<file path="src/rtl/v_div_pkg.sv">
// Shared encodings and lane helpers for the packed-SIMD divider.
// Lane helpers view the 32-bit word as 4 bytes grouped into lanes by sew.
package v_div_pkg;

    localparam int XLEN = 32;

    localparam logic [2:0] SEW_8  = 3'b000;
    localparam logic [2:0] SEW_16 = 3'b001;
    localparam logic [2:0] SEW_32 = 3'b010;

    typedef enum logic [2:0] {IDLE, PREP, CALC, FIX, DONE} state_t;

    // Element width in bits, which is also the number of CALC iterations.
    function automatic logic [5:0] n_iter(input logic [2:0] sew);
        case (sew)
            SEW_8:   n_iter = 6'd8;
            SEW_16:  n_iter = 6'd16;
            SEW_32:  n_iter = 6'd32;
            default: n_iter = 6'd0;
        endcase
    endfunction

    function automatic logic sew_legal(input logic [2:0] sew);
        sew_legal = (sew == SEW_8) || (sew == SEW_16) || (sew == SEW_32);
    endfunction

    // Bytes that begin a lane; a borrow never propagates into these.
    function automatic logic [3:0] lane_start(input logic [2:0] sew);
        case (sew)
            SEW_8:   lane_start = 4'b1111;
            SEW_16:  lane_start = 4'b0101;
            default: lane_start = 4'b0001;
        endcase
    endfunction

    function automatic logic [3:0] lane_top(input logic [2:0] sew);
        case (sew)
            SEW_8:   lane_top = 4'b1111;
            SEW_16:  lane_top = 4'b1010;
            default: lane_top = 4'b1000;
        endcase
    endfunction

    function automatic logic [1:0] lane_of_byte(input logic [2:0] sew, input logic [1:0] b);
        case (sew)
            SEW_8:   lane_of_byte = b;
            SEW_16:  lane_of_byte = {1'b0, b[1]};
            default: lane_of_byte = 2'd0;
        endcase
    endfunction

    function automatic logic [XLEN-1:0] msb_mask(input logic [2:0] sew);
        case (sew)
            SEW_8:   msb_mask = 32'h8080_8080;
            SEW_16:  msb_mask = 32'h8000_8000;
            default: msb_mask = 32'h8000_0000;
        endcase
    endfunction

    // Per-lane MSB, indexed by lane number; unused lanes read as 0.
    function automatic logic [3:0] lane_msb(input logic [XLEN-1:0] x, input logic [2:0] sew);
        case (sew)
            SEW_8:   lane_msb = {x[31], x[23], x[15], x[7]};
            SEW_16:  lane_msb = {2'b00, x[31], x[15]};
            default: lane_msb = {3'b000, x[31]};
        endcase
    endfunction

    function automatic logic [3:0] lane_zero(input logic [XLEN-1:0] x, input logic [2:0] sew);
        logic [3:0] z;
        for (int b = 0; b < 4; b++) z[b] = (x[8*b +: 8] == 8'h00);
        case (sew)
            SEW_8:   lane_zero = z;
            SEW_16:  lane_zero = {2'b00, &z[3:2], &z[1:0]};
            default: lane_zero = {3'b000, &z};
        endcase
    endfunction

    // Two's-complement negate the lanes flagged in neg.
    function automatic logic [XLEN-1:0] neg_lanes(input logic [XLEN-1:0] x, input logic [2:0] sew,
                                                 input logic [3:0] neg);
        neg_lanes = x;
        case (sew)
            SEW_8:
                for (int b = 0; b < 4; b++)
                    if (neg[b]) neg_lanes[8*b +: 8] = 8'h00 - x[8*b +: 8];
            SEW_16:
                for (int h = 0; h < 2; h++)
                    if (neg[h]) neg_lanes[16*h +: 16] = 16'h0000 - x[16*h +: 16];
            default:
                if (neg[0]) neg_lanes = 32'h0000_0000 - x;
        endcase
    endfunction

endpackage

</file>
<file path="src/rtl/v_div_step.sv">
// One restoring-division step on all lanes of a packed word.
// Borrows are killed at lane starts so lanes never interact.
module v_div_step
    import v_div_pkg::*;
(
    input  logic [2:0]      sew,
    input  logic [XLEN-1:0] rem,
    input  logic [XLEN-1:0] dvd,
    input  logic [XLEN-1:0] dsr,
    input  logic [XLEN-1:0] quo,
    output logic [XLEN-1:0] rem_nxt,
    output logic [XLEN-1:0] dvd_nxt,
    output logic [XLEN-1:0] quo_nxt
);

    logic [3:0]      start, top, din, ok, lane_ok;
    logic [XLEN-1:0] sh, diff;
    logic            brw;
    logic [1:0]      ln;

    always_comb begin
        start   = lane_start(sew);
        top     = lane_top(sew);
        din     = lane_msb(dvd, sew);
        sh      = {rem[XLEN-2:0], 1'b0};
        diff    = '0;
        ok      = '0;
        lane_ok = '0;
        brw     = 1'b0;
        ln      = 2'd0;
        for (int b = 0; b < 4; b++) begin
            ln = lane_of_byte(sew, 2'(b));
            if (start[b]) begin
                sh[8*b] = din[ln];
                brw     = 1'b0;
            end
            {brw, diff[8*b +: 8]} = {1'b0, sh[8*b +: 8]} - {1'b0, dsr[8*b +: 8]} - {8'h00, brw};
            // Trial result is non-negative if a bit shifted out of the lane or no final borrow.
            ok[b] = rem[8*b+7] | ~brw;
            if (top[b]) lane_ok[ln] = ok[b];
        end

        rem_nxt = '0;
        dvd_nxt = {dvd[XLEN-2:0], 1'b0};
        quo_nxt = {quo[XLEN-2:0], 1'b0};
        for (int b = 0; b < 4; b++) begin
            ln = lane_of_byte(sew, 2'(b));
            rem_nxt[8*b +: 8] = lane_ok[ln] ? diff[8*b +: 8] : sh[8*b +: 8];
            if (start[b]) begin
                quo_nxt[8*b] = lane_ok[ln];
                dvd_nxt[8*b] = 1'b0;
            end
        end
    end

endmodule

</file>
<file path="src/rtl/v_div.sv">
// Packed-SIMD integer divide/remainder: 4x8, 2x16 or 1x32 lanes, restoring,
// one quotient bit per lane per cycle, valid/ready on both sides.
module v_div
    import v_div_pkg::*;
(
    input  logic            clk,
    input  logic            nrst,
    input  logic            in_valid,
    output logic            in_ready,
    input  logic [XLEN-1:0] op_A,
    input  logic [XLEN-1:0] op_B,
    input  logic [2:0]      sew,
    input  logic            is_div,
    input  logic            is_signed,
    input  logic            is_rem,
    output logic            out_valid,
    input  logic            out_ready,
    output logic [XLEN-1:0] result
);

    state_t          state;
    logic [XLEN-1:0] a_q, b_q, dvd, dsr, rem, quo;
    logic [2:0]      sew_q;
    logic            sgn_q, rem_q, div_q;
    logic [4:0]      cnt;
    logic [3:0]      neg_a, neg_b, dz, ov;

    logic [XLEN-1:0] rem_nxt, dvd_nxt, quo_nxt;
    logic [3:0]      p_sa, p_sb, p_dz, p_ov;
    logic [5:0]      p_n;
    logic [XLEN-1:0] fq, fr;
    logic [1:0]      fl;

    v_div_step u_step (
        .sew     (sew_q),
        .rem     (rem),
        .dvd     (dvd),
        .dsr     (dsr),
        .quo     (quo),
        .rem_nxt (rem_nxt),
        .dvd_nxt (dvd_nxt),
        .quo_nxt (quo_nxt)
    );

    always_comb begin
        p_sa = sgn_q ? lane_msb(a_q, sew_q) : 4'b0000;
        p_sb = sgn_q ? lane_msb(b_q, sew_q) : 4'b0000;
        p_dz = lane_zero(b_q, sew_q);
        // Most-negative dividend: only the lane MSB set. Divisor -1: all ones.
        p_ov = sgn_q ? (lane_msb(a_q, sew_q) & lane_zero(a_q & ~msb_mask(sew_q), sew_q)
                        & lane_zero(~b_q, sew_q)) : 4'b0000;
        p_n  = n_iter(sew_q) - 6'd1;
    end

    always_comb begin
        fq = neg_lanes(quo, sew_q, neg_a ^ neg_b);
        fr = neg_lanes(rem, sew_q, neg_a);
        fl = 2'd0;
        for (int b = 0; b < 4; b++) begin
            fl = lane_of_byte(sew_q, 2'(b));
            if (dz[fl]) begin
                fq[8*b +: 8] = 8'hFF;
                fr[8*b +: 8] = a_q[8*b +: 8];
            end else if (ov[fl]) begin
                fq[8*b +: 8] = a_q[8*b +: 8];
                fr[8*b +: 8] = 8'h00;
            end
        end
    end

    always_ff @(posedge clk) begin
        if (nrst) begin
            state     <= IDLE;
            in_ready  <= 1'b1;
            out_valid <= 1'b0;
            result    <= '0;
            a_q       <= '0;
            b_q       <= '0;
            sew_q     <= SEW_8;
            sgn_q     <= 1'b0;
            rem_q     <= 1'b0;
            div_q     <= 1'b0;
            dvd       <= '0;
            dsr       <= '0;
            rem       <= '0;
            quo       <= '0;
            cnt       <= '0;
            neg_a     <= '0;
            neg_b     <= '0;
            dz        <= '0;
            ov        <= '0;
        end else begin
            case (state)
                IDLE: if (in_valid) begin
                    a_q      <= op_A;
                    b_q      <= op_B;
                    sew_q    <= sew;
                    sgn_q    <= is_signed;
                    rem_q    <= is_rem;
                    div_q    <= is_div;
                    in_ready <= 1'b0;
                    state    <= PREP;
                end
                PREP: if (!sew_legal(sew_q) || !div_q) begin
                    result    <= '0;
                    out_valid <= 1'b1;
                    state     <= DONE;
                end else begin
                    neg_a <= p_sa;
                    neg_b <= p_sb;
                    dz    <= p_dz;
                    ov    <= p_ov;
                    dvd   <= neg_lanes(a_q, sew_q, p_sa);
                    dsr   <= neg_lanes(b_q, sew_q, p_sb);
                    rem   <= '0;
                    quo   <= '0;
                    cnt   <= p_n[4:0];
                    state <= CALC;
                end
                CALC: begin
                    rem <= rem_nxt;
                    dvd <= dvd_nxt;
                    quo <= quo_nxt;
                    if (cnt == 5'd0) state <= FIX;
                    else             cnt   <= cnt - 5'd1;
                end
                FIX: begin
                    result    <= rem_q ? fr : fq;
                    out_valid <= 1'b1;
                    state     <= DONE;
                end
                DONE: if (out_ready) begin
                    out_valid <= 1'b0;
                    in_ready  <= 1'b1;
                    state     <= IDLE;
                end
                default: state <= IDLE;
            endcase
        end
    end

endmodule

</file>
<file path="config.mk">
export PLATFORM = sky130hd
export DESIGN_NAME = v_div
export DESIGN_NICKNAME = d
export VERILOG_FILES = /design/src/rtl/v_div_pkg.sv /design/src/rtl/v_div_step.sv /design/src/rtl/v_div.sv
export SDC_FILE = /design/constraint.sdc
export NUM_CORES = 1
export LEC_CHECK = 0
export CAP_MARGIN = 20
export CORE_ASPECT_RATIO = 1.2
export CORE_MARGIN = 4
export CORE_UTILIZATION = 55
export CTS_BUF_LIST = sky130_fd_sc_hd__clkbuf_8
export DETAILED_ROUTE_END_ITERATION = 12
export PLACE_DENSITY = 0.86
export SLEW_MARGIN = 10
export SYNTH_ARGS = -nofsm -noshare
export SYNTH_HDL_FRONTEND = slang
export SYNTH_SLANG_ARGS = --single-unit
export TNS_END_PERCENT = 1
</file>
<file path="constraint.sdc">
create_clock -name clk -period 14.2 [get_ports clk]
set_clock_uncertainty 0.15 [all_clocks]
set_input_delay 2.13 -clock clk [delete_from_list [all_inputs] [get_ports clk]]
set_output_delay 2.13 -clock clk [all_outputs]
set_load 0.02 [all_outputs]
</file>
==> Yosys cells after proc, flatten, opt, wreduce, memory -nomap -nowiden <==
Index checks and enable logic that the tools add are counted.
W data, S select, Z words.
{ "word_totals": {"regBits": 256, "inputBits": 74} }
{ "classes": {"n_lt_le_gt_ge": 6, "bitwise": 15, "n_mux": 141, "reduce_logical": 44, "eq_ne": 12, "n_addsub": 37} }
{ "ops": {"columns": ["cell", "n"], "rows": [
  ["$pmux W32 S2", 8],
  ["$mux W8", 36],
  ["$mux W32", 8],
  ["$mux W16", 8],
  ["$sub A1 B16 Y16 const A", 8],
  ["$sub A1 B32 Y32 const A", 4],
  ["$sub A1 B8 Y8 const A", 16],
  ["$logic_not A8 Y1", 12],
  ["$not A32 Y32", 2],
  ["$pmux W4 S2", 7],
  ["$pmux W24 S2", 1],
  ["$sub A8 B8 Y9", 4],
  ["$mux W1", 35],
  ["$and A32 B32 Y32", 1],
  ["$sub A9 B1 Y9", 3],
  ["$bmux W1 S2", 12],
  ["$mux W4", 6],
  ["$reduce_and A2 Y1", 10],
  ["$pmux W3 S5", 1],
  ["$pmux W5 S3", 1],
  ["$bwmux W4", 3],
  ["$mux W3", 4],
  ["$ne A2 B2 Y1 const B", 6],
  ["$reduce_and A3 Y1", 4],
  ["26 further kinds", 55]
]} }

==> Longest topological paths before layout <==
Gate-level depths: netlist of the first run.
{ "logic_depth": {"ltp_word": 19, "ltp_mapped": 47, "depth_no_buf": 42} }

==> By module <==
A second synthesis of the first run with hierarchy kept.
{ "unflattened": {"hier_cells": 2469, "hier_area_um2": 17991.0} }
{ "by_module_without_submodules": {"columns": ["module", "cells_each", "area_each_um2", "n_inst", "seq_area_each_um2"], "rows": [
  ["v_div", 2081, 15087.0, 1, 5124.9],
  ["v_div_step", 388, 2904.0, 1, 0.0]
]} }

==> Worst setup path before layout of the first run <==
No wires, ideal clock.
{ "synth_path": {"path_kind": "register to register", "from": "register sew_q[0]", "to": "register rem[12]", "required_time_ns": 13.975, "path_stages_with_launch": 44, "setup_slack_ns": 4.573, "arrival_ns": 9.401, "setup_ns": 0.075, "path_cell_list": "dfxtp_1 buf_2 buf_2 buf_4 clkbuf_1 mux2i_1 nor2_1 a21oi_1 ha_1 inv_1 fa_1 a21oi_1 nor2_1 nor3_1 o21ai_0 fa_1 ha_1 nor2_1 (+8 left out) nor2_1 fa_1 a21boi_0 o2bb2ai_1 o21ai_0 xnor2_1 nand2_1 fa_1 ha_1 nor2_1 fa_1 a21boi_1 o21ai_1 a2111oi_1 a21oi_2 o211ai_4 mux2_1 o22ai_1"} }
{ "synth_between": {"elab_chain_len": 19, "word_cells_on_any_way": 69, "cone_classes": "add/sub: 7; order compare: 6; eq/ne: 3; mux: 36; bitwise: 8; reduce/logical: 9"} }
{ "synth_rtl": {"columns": ["item", "line", "rtl"], "rows": [
  ["start: declaration", "v_div.sv:23", "logic [2:0] sew_q;"],
  ["start signal: assignment", "v_div.sv:97", "sew_q <= sew;"],
  ["$eq A3 B1 Y1 or $logic_not A3 Y1 (tied branches)", null, null],
  ["$pmux W4 S2 or $mux W1 (tied branches)", "v_div_pkg.sv:62, v_div_pkg.sv:45", null],
  ["$bmux W1 S2", "v_div_step.sv:34", "sh[8*b] = din[ln];"],
  ["$mux W1 (not written as such)", "v_div_step.sv:34", null],
  ["$mux W1", "v_div_step.sv:33", "if (start[b]) begin"],
  ["$sub A8 B8 Y9", "v_div_step.sv:37", "{brw, diff[8*b +: 8]} = {1'b0, sh[8*b +: 8]} - {1'b0, dsr[8*b +: 8]} - {8'h00, brw};"],
  ["$sub A9 B1 Y9", "v_div_step.sv:37", null],
  ["$mux W1 or $not A1 Y1 (tied branches)", "v_div_step.sv:33, v_div_step.sv:39", null],
  ["(+3 left out)", null, null],
  ["$not A1 Y1 or $bwmux W4 (tied branches)", "v_div_step.sv:39, v_div_step.sv:40", null],
  ["$or A1 B1 Y1 or $mux W4 (tied branches)", "v_div_step.sv:39, v_div_step.sv:40", null],
  ["$bwmux W4", "v_div_step.sv:40", "if (top[b]) lane_ok[ln] = ok[b];"],
  ["$mux W4", "v_div_step.sv:40", null],
  ["$bmux W1 S2", "v_div_step.sv:48", "rem_nxt[8*b +: 8] = lane_ok[ln] ? diff[8*b +: 8] : sh[8*b +: 8];"],
  ["$mux W1 (not written as such)", "v_div_step.sv:48", null],
  ["$mux W8", "v_div_step.sv:48", null],
  ["$pmux W32 S2", "v_div.sv:93", "case (state)"],
  ["end signal: assignment", "v_div.sv:121", "rem <= rem_nxt;"],
  ["end: declaration", "v_div.sv:22", "logic [XLEN-1:0] a_q, b_q, dvd, dsr, rem, quo;"]
]} }
Parallel ways exist; a longest one is shown, timed or not. The select of a mux whose other input is x is not followed.
A chain may end at the register's enable or synchronous reset.

==> Worst setup path after layout of the first run <==
{ "layout_path": {"from": "register sew_q[2]", "to": "register rem[9]"} }
The elaborated chain is that of the path after synthesis.

==> results of run 1 <==
==> cell type report <==
cell class | count | area [um2] | area share
Clock buffer | 53 | 729.5 | 0.03831
Inverter | 118 | 442.9 | 0.02326
Timing Repair Buffer | 133 | 1265 | 0.06644
Multi-Input combinational cell | 1730 | 10850 | 0.5699
Clock inverter | 22 | 131.4 | 0.006901
Tap cell | 396 | 495.5 | 0.02603
Sequential cell | 256 | 5125 | 0.2692
==> power by group <==
part / internal, uW / switching [uW]
combinational: 130 / 212
clock: 356 / 316
sequential: 738 / 44.1
==> cell usage in the layout, fill, tap and decap left out, types with 12 or more instances in the layout <==
| master | netlist | layout |
|---|---|---|
| a211oi_1 | 34 | 34 |
| a21oi_1 | 238 | 238 |
| a221oi_1 | 22 | 22 |
| a22oi_1 | 30 | 30 |
| a31oi_1 | 35 | 35 |
| buf_4 | 1 | 25 |
| clkbuf_8 | 0 | 53 |
| clkdlybuf4s50_1 | 0 | 106 |
| dfxtp_1 | 256 | 256 |
| ha_1 | 71 | 71 |
| inv_1 | 117 | 132 |
| mux2i_1 | 41 | 41 |
| nand2_1 | 313 | 312 |
| nand2b_1 | 16 | 16 |
| nand3_1 | 69 | 69 |
| nand4_1 | 19 | 19 |
| nor2_1 | 165 | 164 |
| nor2b_1 | 20 | 19 |
| nor3_1 | 60 | 59 |
| nor3b_1 | 12 | 12 |
| nor4_1 | 17 | 17 |
| o21a_1 | 14 | 14 |
| o21ai_0 | 87 | 87 |
| o21ai_1 | 39 | 39 |
| o221ai_1 | 19 | 19 |
| o22ai_1 | 27 | 27 |
| o31ai_1 | 18 | 18 |
| or3_1 | 27 | 26 |
| xnor2_1 | 90 | 90 |
| xor2_1 | 41 | 41 |
==> flip-flops by register name (all words and copies together) (netlist names), 4 cells and up <==
signal	flops
neg_b	4
result	32
rem	32
dz	4
ov	4
cnt	5
b_q	32
dvd	32
dsr	32
a_q	32
neg_a	4
quo	32
==> logic make-up (layout without fill, tap and decap cells) <==
kind of cell / count (synthesis) / after routing
simple gates: 799 / 799
compound gates: 676 / 676
buf+inv: 281 / 326
flops: 256 / 256
xor+xnor: 131 / 131
fa+ha+maj: 78 / 78
mux: 46 / 46
==> routing by layer <==
| layer | GRT usage | up-vias |
|---|---|---|
| li1 | - | 8155 |
| met1 | 0.3948 | 8290 |
| met2 | 0.5223 | 1069 |
| met3 | 0.07839 | 338 |
| met4 | 0.2134 | 4 |
| met5 | 0 | - |
==> worst max-delay path: cells and delay by family (launching register included) <==
family,cells,cell delay [ps]
AOI/OAI and AO/OA,15,3440
and+or+nand+nor,8,1030
buffers and inverters,5,720
muxes,1,360
adders and majority gates,11,3910
xor gates and xnor gates,2,380
DFF,1,530
==> how the worst max path moves through the flow <==
stage,endpoint,slack [ps]
floorplan,rem[12],4570
global placement,rem[22],3970
detailed placement,rem[19],3650
CTS,rem[19],3620
global route,rem[9],2730
finish,rem[9],3540
==> Yosys cell counts, drive strengths merged, types with 22 or more instances <==
| cell | instances |
|---|---|
| nor2 | 166 |
| or3 | 28 |
| a21oi | 239 |
| a221oi | 23 |
| dfxtp | 256 |
| xor2 | 41 |
| xnor2 | 90 |
| o22ai | 27 |
| nor3 | 64 |
| a211oi | 35 |
| o21ai | 126 |
| ha | 71 |
| clkbuf | 118 |
| buf | 45 |
| nand2 | 313 |
| a31oi | 35 |
| nand3 | 69 |
| inv | 117 |
| a22oi | 30 |
| nor4 | 22 |
| mux2i | 41 |
==> through the flow <==
step | instances | hold slack, ps | area (um2) | total power [uW] | utilization
global placement | 2632 | 290.9 | 18170 | 1115 | 0.5962
global route | 2708 | 335.6 | 19040 | 1863 | 0.6246
floorplan | 2267 | 281.5 | 17040 | 1019 | -
CTS | 2707 | 302.3 | 19030 | 1783 | 0.6245
detailed placement | 2632 | 294.4 | 18170 | 1125 | 0.5962
finish | 2708 | 301.9 | 19040 | 1796 | 0.6246
==> out/qor.yml, run 1 <==
cp_slowest_stage_delay_ps: 550
ff2ff_setup_slack_ps: 3540
synth_compound_gate_area_share: 0.2537
wl_met2_mm: 25.99
worst_r2r_path_depth: 42
synth-xor-area-share: 0.06735
max_slew_margin: 0.2532
seq_area_frac_synth: 0.3008
ios: 108
dpl.hpwl_mm: 41.68
gr-total-overflow: 0
drv_cap: 0
htree_levels: 2
met1_length_mm: 21.15
die_y_um: 200.8
vias: 17860
clk_pin_slew_ps: 60
gr-usage-all-layers: 0.3285
gp_congestion: 0.9836
drive_above_1_share: 0.05839
fill_cells: 2710
cp.arrival_ps: 11010
ctsLongestPathBuffers: 3
cts_sinks: 256
synthesis.area_um2: 17040
grt_pass1_wl_mm: 90.40
antenna_found_initial: 3
cp_common_cell: "fa_1"
start_util: 0.5589
yosys.area.top_type_share: 0.3008
dr.pass1.iters: 7
regToRegEndpoint: "rem[9]"
r2r_start: "sew_q[2]"
post_drt_via_cell_ratio: 6.594
ys_ff_latch: 256
min_from: "result[26]"
synth_top_family_by_area: "compound AO/OA/AOI/OAI gates"
post_cts_resized: 0
grt_setup_unrepaired: "false"
cts_hold_buf: 0
netlist_instances: 2267
mappedNetlistNets: 2419
syn-mean-instance-area_um2: 7.515
nNetsFinal: 2434
synthSimpleGateAreaFrac: 0.2264
cts_setup_buffers: 0
worst_pin_slew_ps: 1110
critPathLaunch: "sew_q[2]"
synthFlopType: "dfxtp_1"
drt_iter0_drc: 2521
core_um2: 30480
status: "finished, final reports clean"
crit_required_ps: 14560
synth_top_area_cell: "dfxtp_1"
antenna_cells: 0
portBuffers: 107
power_density_nw_per_um2: 94.36
die_area_um2: 33870
rows: 70
synth.mux.area_fraction: 0.02739
drt_wl_total_mm: 57.95
final.min_clock_period_ps: 10660
final.period_utilization: 0.7506
grt_start_max_net_pins: 87
fin_tns_setup_ps: 0
async_reset_ff_frac: 0
finalSetupViolCount: 0
synthAdderAreaFrac: 0.06037
report.final.slew_viol_count: 0
place_ws_ps: 3652
ys_warn_count: 0
whs_path_depth: 2
crit_path_top_delay_cell: "fa_1"
root_buffer: "clkbuf_8"
worstSkewPairLatency_ps: 620
synth_cell_type_count: 100
dr_wl_met3_mm: 6.163
highest_layer: "met5"
chipWidth_um: 168.7
worst_slack_ps: 3542
fmax_mhz: 93.83
critPathMaxFanout: 33
drc: 0
worstHoldEndpoint: "result[26]"
min_path_type: "reg2reg"
startpoint_type: "flip-flop"
crit_path_end_kind: "flip-flop"
criticalPathCategory: "reg2reg"
cts_tree: "done"
power.leakage_uw: 0.006963
numCtsBuffers: 43
grt_pass1_vias: 16840
hold_viol: 0
vdd_ir_drop_max_uv: 86.61
synth_top_cells_by_area: "dfxtp_1 30%, a21oi_1 7.0%, nand2_1 6.9%"
avgRoutedWirePerCell_um: 21.40
antenna_left: 0
synth_edf_count: 0
area_growth_pct: 11.75
(Power assumes the default switching activity.)
==> inputs of run 2 (changes only) <==
--- a/config.mk
+++ b/config.mk
@@ -11,7 +11,7 @@
 export CORE_UTILIZATION = 55
 export CTS_BUF_LIST = sky130_fd_sc_hd__clkbuf_8
 export DETAILED_ROUTE_END_ITERATION = 12
-export PLACE_DENSITY = 0.86
+export PLACE_DENSITY = 0.89
 export SLEW_MARGIN = 10
 export SYNTH_ARGS = -nofsm -noshare
 export SYNTH_HDL_FRONTEND = slang
==> constraint.sdc (replaced) <==
create_clock -name clk -period 8.9 [get_ports clk]
set_clock_uncertainty 0.15 [all_clocks]
set_input_delay 1.335 -clock clk [delete_from_list [all_inputs] [get_ports clk]]
set_output_delay 1.335 -clock clk [all_outputs]
set_load 0.02 [all_outputs]
==> run 2 against run 1 <==
  * The flow now finishes with violations (negative setup slack)
  * Utilization up 1.4 points
  * Non-clock buffer count is 22 higher
  * Final area up 2.3%
  * Sequential power grew 59%
  * Critical endpoint is now rem[10]
  * Largest cell class unchanged
  * Highest routed layer unchanged
==> out/qor.yml, run 2 (synthesis gave the netlist of run 1 again) <==
criticalPathCategory: "reg2reg"
cp_common_cell: "fa_2"
rows: 70  # unchanged
dpl.hpwl_mm: 41.53  # -0.34%
cts_hold_buf: 0  # unchanged
numCtsBuffers: 42  # -2.3%
vias: 17950  # +0.52%
final_common_cell: "nand2_1"
startpoint_type: "flip-flop"
post_drt_via_cell_ratio: 6.575  # -0.29%
report.final.slew_viol_count: 0  # unchanged
vdd_ir_drop_max_uv: 146.4  # +69%
r2r_start: "sew_q[2]"
min_path_type: "reg2reg"
root_buffer: "clkbuf_8"
final.period_utilization: 1.041  # +0.2904
die_y_um: 200.8  # unchanged
critPathMaxFanout: 5  # -85%
final_core_util: 0.6390  # +0.01441
final_cells: 2730  # +0.81%
crit_path_top_delay_cell: "fa_1"
fill_cells: 2628  # -3.0%
grt_start_max_net_pins: 86  # -1.1%
worstSkewPairLatency_ps: 590  # -30 ps
min_from: "result[24]"
dr.pass1.iters: 6  # -1
max_slew_margin: 0.2621  # +0.008902
antenna_left: 0  # unchanged
fmax_mhz: 107.9  # +15%
drt_iter0_drc: 2342  # -7.1%
drive_above_1_share: 0.08526  # +0.02687
status: "complete, but fails checks"
drc: 0  # unchanged
seq_area_um2: 5126  # about the same
worst_pin_slew_ps: 1106  # -4.307 ps
crit_path_end_kind: "flip-flop"
cts_tree: "done"
portBuffers: 107  # unchanged
power.leakage_uw: 0.007124  # +2.3%
area_growth_pct: 14.33
drv_cap: 0  # unchanged
critPathLaunch: "sew_q[2]"
die_area_um2: 33870  # unchanged
grt_pass1_vias: 16920  # +0.48%
gr-total-overflow: 0  # unchanged
ios: 108  # unchanged
htree_levels: 2  # unchanged
cts_sinks: 256  # unchanged
start_util: 0.5589  # unchanged
hold_viol: 0  # unchanged
gr-usage-all-layers: 0.3264  # -0.002082
cp.arrival_ps: 9520  # -1490 ps
drt_wl_total_mm: 58.10  # +0.26%
fin_total_pwr_uw: 2954  # +64%
cp_slowest_stage_delay_ps: 580  # +30 ps
clk_pin_slew_ps: 70  # about the same
ctsLongestPathBuffers: 3  # unchanged
antenna_cells: 0  # unchanged
fin_tns_setup_ps: -7358  # -7358 ps
grt_pass1_wl_mm: 89.90  # -0.55%
place_ws_ps: -108.9  # -3761 ps
nNetsFinal: 2455  # +0.86%
dp.cells: 2644  # +0.46%
power_density_nw_per_um2: 151.7  # +61%
worst_slack_ps: -364.4  # -3906 ps
layout_common_cells: "312 x nand2_1, 255 x dfxtp_1, 236 x a21oi_1, 160 x nor2_1, 125 x inv_1"
multiInputGateArea_um2: 11060  # +1.9%
gp_congestion: 1.005  # +2.1%
violations: "negative setup slack"
avgRoutedWirePerCell_um: 21.28  # -0.55%
antenna_found_initial: 1  # -2
chipWidth_um: 168.7  # unchanged
final.min_clock_period_ps: 9264  # -1394 ps
crit_required_ps: 9150  # -5410 ps
finalSetupViolCount: 32  # +32
core_um2: 30480  # unchanged
grt_setup_unrepaired: "true"
## run 2: cell types whose count changed in the layout (fill, tap and decap cells not counted), sizes merged
cell	delta
bufinv	+1
clkbuf	+2
buf	+22
inv	-6
clkinv	+3
## run 2: timing repair
action | 4_1_cts | 5_1_grt
buffers inserted | 2 | 7
endpoints found under the setup margin | 15 | 35
pin swaps | 2 | 32
gates cloned | 0 | 1
gates resized for setup | 1 | 39
## run 2: worst max-delay path: cells and delay by family, from the launching register on
| kind | cells | cell delay (ps) |
|---|---|---|
| fa+ha+maj | 11 | 4010 |
| compound gates | 15 | 2840 |
| simple gates | 8 | 900 |
| xor+xnor | 2 | 350 |
| flops | 1 | 320 |
| buf+inv | 3 | 300 |
| mux | 1 | 210 |
## run 2: through the flow
| stage | instance area, um2 | hold WS, ps |
|---|---|---|
| after detailed placement | 18330 | 293.9 |
| after floorplan | 17110 | 281.5 |
| after global placement | 18330 | 290.4 |
| after global routing | 19480 | 310.4 |
| after CTS | 19250 | 301.7 |
| final | 19480 | 298.6 |
## run 2: path summary, 6_finish.rpt
check | end | slack [ps] | depth (start not counted)
worst max-delay path | rem[10] | -360 | 40
worst min-delay path | result[24] | 300 | 2
worst max register to register | rem[10] | -360 | 40
worst min register to register | result[24] | 300 | 2
## run 2: per-layer routing
| layer | global-route usage | wire (um) | vias to the layer above |
|---|---|---|---|
| li1 | - | - | 8179 |
| met1 | 0.3873 | 21030 | 8394 |
| met2 | 0.5245 | 26130 | 1064 |
| met3 | 0.07800 | 6308 | 310 |
| met4 | 0.2125 | 4625 | 2 |
| met5 | 0 | 9 | - |
## run 2: where the power goes
part | switching (uW) | leakage, uW | internal [uW] | total [uW]
combinational | 362 | 0.00454 | 237 | 599
clock | 501 | 0.000507 | 613 | 1110
sequential | 64.6 | 0.00207 | 1180 | 1240
total | 928 | 0.00712 | 2030 | 2950
## run 2: final cells by class
| type | instances | share of cell area |
|---|---|---|
| multi-input combinational | 1730 | 0.5678 |
| sequential | 256 | 0.2632 |
| timing repair buffer | 155 | 0.07445 |
| clock buffer | 55 | 0.03886 |
| tap | 396 | 0.02544 |
| inverter | 118 | 0.02274 |
| clock inverter | 20 | 0.007516 |
